$ cat src/rtl/perf_counter_reader.sv
// Performance counter sweep initiator: reads (and optionally clears)
// each counter in the bank and streams the values out on valid/ready.
module perf_counter_reader #(
  parameter int          width        = 32,
  parameter int          NUM_COUNTERS = 9,
  parameter logic [31:0] BASE_ADDR    = 32'h0000_0000,
  parameter logic [31:0] IDLE_ADDR    = 32'hFFFF_FFFF,
  localparam int         IW           =
    (NUM_COUNTERS > 1) ? $clog2(NUM_COUNTERS) : 1
) (
  input  logic             clk,
  input  logic             rst,
  input  logic             start,
  input  logic             clear_en,
  output logic [31:0]      pc_address,
  output logic             pc_write,
  output logic [width-1:0] pc_datain,
  input  logic [width-1:0] pc_dataout,
  input  logic             pc_hit,
  output logic             out_valid,
  input  logic             out_ready,
  output logic [width-1:0] out_data,
  output logic [IW-1:0]    out_index,
  output logic             out_last,
  output logic             busy,
  output logic             done,
  output logic             miss_err
);

  typedef enum logic [1:0] {
    IDLE,
    FETCH,
    PRESENT,
    DONE
  } state_t;

  localparam logic [IW-1:0] LAST_IDX =
    IW'(NUM_COUNTERS - 1);

  state_t        state;
  state_t        state_n;
  logic [IW-1:0] idx;
  logic          clr_q;
  logic          xfer;

  assign xfer = (state == PRESENT) && out_ready;

  always_ff @(posedge clk) begin
    if (rst) begin
      state <= IDLE;
    end else begin
      state <= state_n;
    end
  end

  always_comb begin
    state_n = state;
    unique case (state)
      IDLE: begin
        if (start) begin
          state_n = FETCH;
        end
      end
      FETCH: begin
        state_n = PRESENT;
      end
      PRESENT: begin
        if (xfer) begin
          state_n = out_last ? DONE : FETCH;
        end
      end
      DONE: begin
        state_n = IDLE;
      end
    endcase
  end

  always_ff @(posedge clk) begin
    if (rst) begin
      idx       <= '0;
      clr_q     <= 1'b0;
      out_data  <= '0;
      out_index <= '0;
      out_last  <= 1'b0;
      miss_err  <= 1'b0;
    end else begin
      unique case (state)
        IDLE: begin
          if (start) begin
            clr_q    <= clear_en;
            idx      <= '0;
            miss_err <= 1'b0;
          end
        end
        FETCH: begin
          out_data  <= pc_dataout;
          out_index <= idx;
          out_last  <= (idx == LAST_IDX);
          miss_err  <= miss_err | ~pc_hit;
        end
        PRESENT: begin
          if (xfer && !out_last) begin
            idx <= idx + 1'b1;
          end
        end
        DONE: begin
        end
      endcase
    end
  end

  // Write is gated by rst so a reset landing on a FETCH cannot clear.
  always_comb begin
    pc_address = IDLE_ADDR;
    pc_write   = 1'b0;
    pc_datain  = '0;
    out_valid  = 1'b0;
    busy       = 1'b0;
    done       = 1'b0;
    unique case (state)
      IDLE: begin
      end
      FETCH: begin
        pc_address = BASE_ADDR + 32'(idx);
        pc_write   = clr_q & ~rst;
        busy       = 1'b1;
      end
      PRESENT: begin
        out_valid = 1'b1;
        busy      = 1'b1;
      end
      DONE: begin
        done = 1'b1;
      end
    endcase
  end

endmodule

$ cat config.mk
export PLATFORM = sky130hd
export DESIGN_NAME = perf_counter_reader
export DESIGN_NICKNAME = d
export VERILOG_FILES = /design/src/rtl/perf_counter_reader.sv
export SDC_FILE = /design/constraint.sdc
export NUM_CORES = 1
export LEC_CHECK = 0
export BUFFER_PORTS_ARGS = -buffer_cell sky130_fd_sc_hd__buf_2
export CORE_ASPECT_RATIO = 1.1
export CORE_UTILIZATION = 38
export CTS_CLUSTER_DIAMETER = 80
export DETAILED_ROUTE_END_ITERATION = 8
export GPL_ROUTABILITY_DRIVEN = 0
export GPL_TIMING_DRIVEN = 0
export MAX_ROUTING_LAYER = met4
export PLACE_DENSITY_LB_ADDON = 0.2
export SETUP_SLACK_MARGIN = 0.5
export SYNTH_ARGS = -nofsm -noshare
export SYNTH_HDL_FRONTEND = slang
export SYNTH_SLANG_ARGS = --single-unit
$ cat constraint.sdc
create_clock -name clk -period 1.87 [get_ports clk]
set_clock_uncertainty 0.05 [all_clocks]
set_input_delay 0.374 -clock clk [delete_from_list [all_inputs] [get_ports clk]]
set_output_delay 0.374 -clock clk [all_outputs]
set_load 0.005 [all_outputs]
* After elaboration in Yosys (flattened, before gate mapping)
Cells that the tools add are included.
Operators by class: add/sub/neg operators 1, equality and inequality tests 7, multiplexer cells 14, bitwise gates (word level) 4, reduce and logical (&&, ||, !) cells 11
Operators by type and width (number):
- 2-to-1 mux 32 bit | 1
- 2-to-1 mux 4 bit | 2
- case mux 2 bit (4 select lines) | 1
- case mux 4 bit (2 select lines) | 1
- 2-to-1 mux 2 bit | 3
- AND reduction 2 bit | 3
- 2-to-1 mux 1 bit | 5
- adder 4 x 1 -> 4 bit (second input constant) | 1
- == test 2 bit (second input constant) | 2
- == test 4 bit (second input constant) | 1
- inequality test 2 bit (second input constant) | 2
- nonzero test 2 bit | 2
- AND reduction 3 bit | 1
- == test 2 x 1 -> 1 bit (second input constant) | 1
- logical AND 1 bit | 2
- logical NOT 2 bit | 1
- inequality test 2 x 1 -> 1 bit (second input constant) | 1
- NOT 1 bit | 2
- case mux 1 bit (2 select lines) | 1
- OR reduction 2 bit | 1
- bitwise AND 1 bit | 1
- logical NOT 1 bit | 1
- bitwise OR 1 bit | 1
Storage, ports and cells: register bits after elaboration 45, input bits 38, output and inout port bits 106, word-level logic and storage cells 44

* Logic depth before layout (Yosys ltp)
depth after elaboration 5, gate-level depth with buffers 7, depth with buffers taken out 6

* Worst setup path after synthesis
No wires, ideal clock.
path kind reg-to-output, from register state[1], to output pc_address[10], arrival 1.410 ns, path slack 0.036 ns, stages on the path, launching flop included 6, buffers on the path 2, cell sequence dfxtp_1 inv_1 ha_1 buf_2 inv_1 buf_4
On the way: word-level cells in the longest chain between the ends 2
Ends and longest elaborated chain:
- from (decl) | line 40 | state_t state;
- from (signal assigned) | line 52 | state <= state_n;
- == test 2 x 1 -> 1 bit | line 120 | unique case (state)
- 2-to-1 mux 32 bit | line 120
- to (decl) | line 15 | output logic [31:0] pc_address,
No other way between the ends.

* Final worst setup path
from register state[1], to output pc_address[19]
The elaborated chain is that of the path after synthesis.

==> qor.yml <==
status: "completed"
cts_tree: "yes"
setup_violations: 0
syn2layout_area_growth_pct: 67.2
grt.total_usage: 0.169
synth-edff-count: 0
placement.io_buffers: 110
path_clk_slew_ps: 80
startpoint: "state[1]"
grt_pass1_vias: 1881
holdWs_ps: 267
cts_sinks: 45
grt_overflow: 0
antenna_found_initial: 0
cp.depth: 6
endpoint_kind: "output pin"
endpoint: "pc_address[19]"
avgSynthCellArea_um2: 9.22
viasPerCell: 4.09
synthFlopType: "dfxtp_1"
ys_seq_area_frac: 0.399
cp_top_family: "buffers and inverters"
setup_ws_ps: 12.4
synthTopCellsByArea: "dfxtp_1 40%, buf_4 21%, mux2i_1 16%"
reg2regPathDepth: 8
synth_top_family_by_area: "buffers and inverters"
synthArstFlopShare: 0
vdd_drop_max_mv: 0.759
fmax_mhz: 538
numCtsBuffers: 5
drv_cap: 0
slowest_delay_ps: 350
initial_core_util: 0.394
grt_pass1_wl_mm: 8.14
synthCells: 245
synth_compound_area_frac: 0.0360
nets: 466
ant_nets: 0
synthSimpleGateAreaFrac: 0.131
final-seq-area_um2: 906
yosysUniqueCellTypes: 26
die_h_um: 82.9
clock_path_buffers: 2
cp_slowest_cell: "dfxtp_2"
synth_most_common_cell: "buf_4"
ys_ff_latch: 45
leakage_nw: 1.92
dr_total_vias: 2043
ys_warn_count: 0
root_buffer: "clkbuf_8"
route.detailed.drc: 0
worstPathMaxFanout: 7
synth_xor_area_frac: 0
r2r_start: "state[0]"
multi_input_area_mm2: 0.00104
holdBufCountCts: 0
dp_slack_ps: -30.6
syn_area_mm2: 0.00226
crit_arrival_ps: 1430
drive_gt1_frac: 0.550
cts_htree_levels: 2
critical_path_class: "reg -> out"
dieArea_mm2: 0.00626
yosysTopAreaCell: "dfxtp_1"
r2r_slack_ps: 230
fin_crit_sh: 0.993
synth_fa_ha_area_frac: 0.0388
antennaDiodeCount: 0
fin_crit_ps: 1860
placeableCoreArea_mm2: 0.00573
rsz0062_at_grt: "yes"
dp_hpwl_mm: 3.50
synth_top_area_share: 0.399
wl_mm: 5.49
path_buf_inv: 5
final_util: 0.659
crit_path_frequent_cell: "buf_6"
yosys-mux-area-fraction: 0.160
final-hold-violation-count: 0
die_w_um: 75.5
wl_per_cell_um: 11.0
clock_latency_ps: 290
finalPower_w: 0.00372
path_cells: "inv_4, ha_4, buf_12, clkinvlp_4, buf_6, buf_6"
holdCritPathClass: "in -> reg"
slew_viol_final: 0
required_ps: 1450
drt_iter0_drc: 29
start_kind: "flop"
io_pins: 144
synthTopCellsByCount: "62 x buf_4, 45 x dfxtp_1, 43 x nor2_1"
dr.pass1.iters: 4
r2r_end: "idx[1]"
fill_cells: 485
grt_max_degree: 14
std_cell_rows: 29
p_per_area_mw_per_mm2: 986
## worst min-delay path, stage by stage
cell     delay [ps]
buf_2            70
mux2i_1          50
nor2_1           70
## timing repair
item                       4_1_cts  5_1_grt
pin swaps                        5        6
resized for setup               52       27
hold endpoints to repair         0        0
setup buffers                   13        9
gates cloned                     3        3
setup endpoints to repair       69       74
## flip-flops by register name, summed over array words and instances, names as in the netlist
| name | flops |
|---|---|
| state | 2 |
| out_last | 1 |
| idx | 4 |
| out_data | 32 |
| miss_err | 1 |
| clr_q | 1 |
| out_index | 4 |
## final cells by class
type | count | area share
plain buffers | 70 | 0.165
clock buffers | 7 | 0.0229
clock inverters | 1 | 0.00795
inverters | 6 | 0.00961
multi-input cells | 155 | 0.274
flip-flops and latches | 45 | 0.240
well taps | 77 | 0.0255
repair buffers | 135 | 0.249
repair inverters | 3 | 0.00596
## layout by cell type, fill, tap and decap left out, types with 2 or more instances in the layout
master	count
clkbuf_8	6
a21oi_1	4
inv_1	3
buf_12	4
nor3_2	2
ha_1	4
mux2i_1	36
clkbuf_1	4
a21oi_2	3
a21o_1	2
ha_4	3
nor2_2	2
buf_2	93
nand3_1	3
clkbuf_16	3
nand2_1	7
dfxtp_1	43
buf_4	58
nand3b_1	2
conb_1	32
nand2b_1	2
nor3_1	2
buf_8	2
nor2_1	40
clkinvlp_4	4
buf_6	41
## power by group
part           switching [W]  leakage (nW)  internal (W)
clock network       0.000311        0.0585      0.000436
registers          0.0000576         0.368       0.00107
logic               0.000693          1.49       0.00116
## stage by stage
step,setup TNS [ps],cells,area [µm²]
global route,-919,499,3780
finish,0,499,3780
detailed placement,-594,463,3050
floorplan,0,276,2400
CTS,0,487,3520
global placement,0,463,3050
## routing by layer
layer	global-route usage	vias up	share of wire
met2	0.304	92	0.51
li1	-	1050	-
met5	-	-	0
met4	0.0354	0	0.0033
met1	0.191	899	0.42
met3	0.0291	2	0.069
## kinds of logic (layout without fill, tap and decap cells)
family / Yosys count / count (layout)
buffers and inverters: 76 / 222
AND/OR/NAND/NOR: 67 / 67
flip-flops: 45 / 45
multiplexers: 36 / 36
AO/OA/AOI/OAI: 13 / 13
adder cells (fa/ha/maj): 7 / 7
other: 1 / 32
## how the worst min path moves through the flow
stage                        from           to  slack, ps  depth (start not counted)
global placement            clr_q        clr_q        400                          2
CTS                 pc_dataout[2]  out_data[2]        260                          3
detailed placement          clr_q        clr_q        410                          2
finish              pc_dataout[2]  out_data[2]        270                          3
global route        pc_dataout[5]  out_data[5]        260                          3
floorplan                   clr_q        clr_q        390                          2
Note: power is estimated with default switching activity, not from simulation.
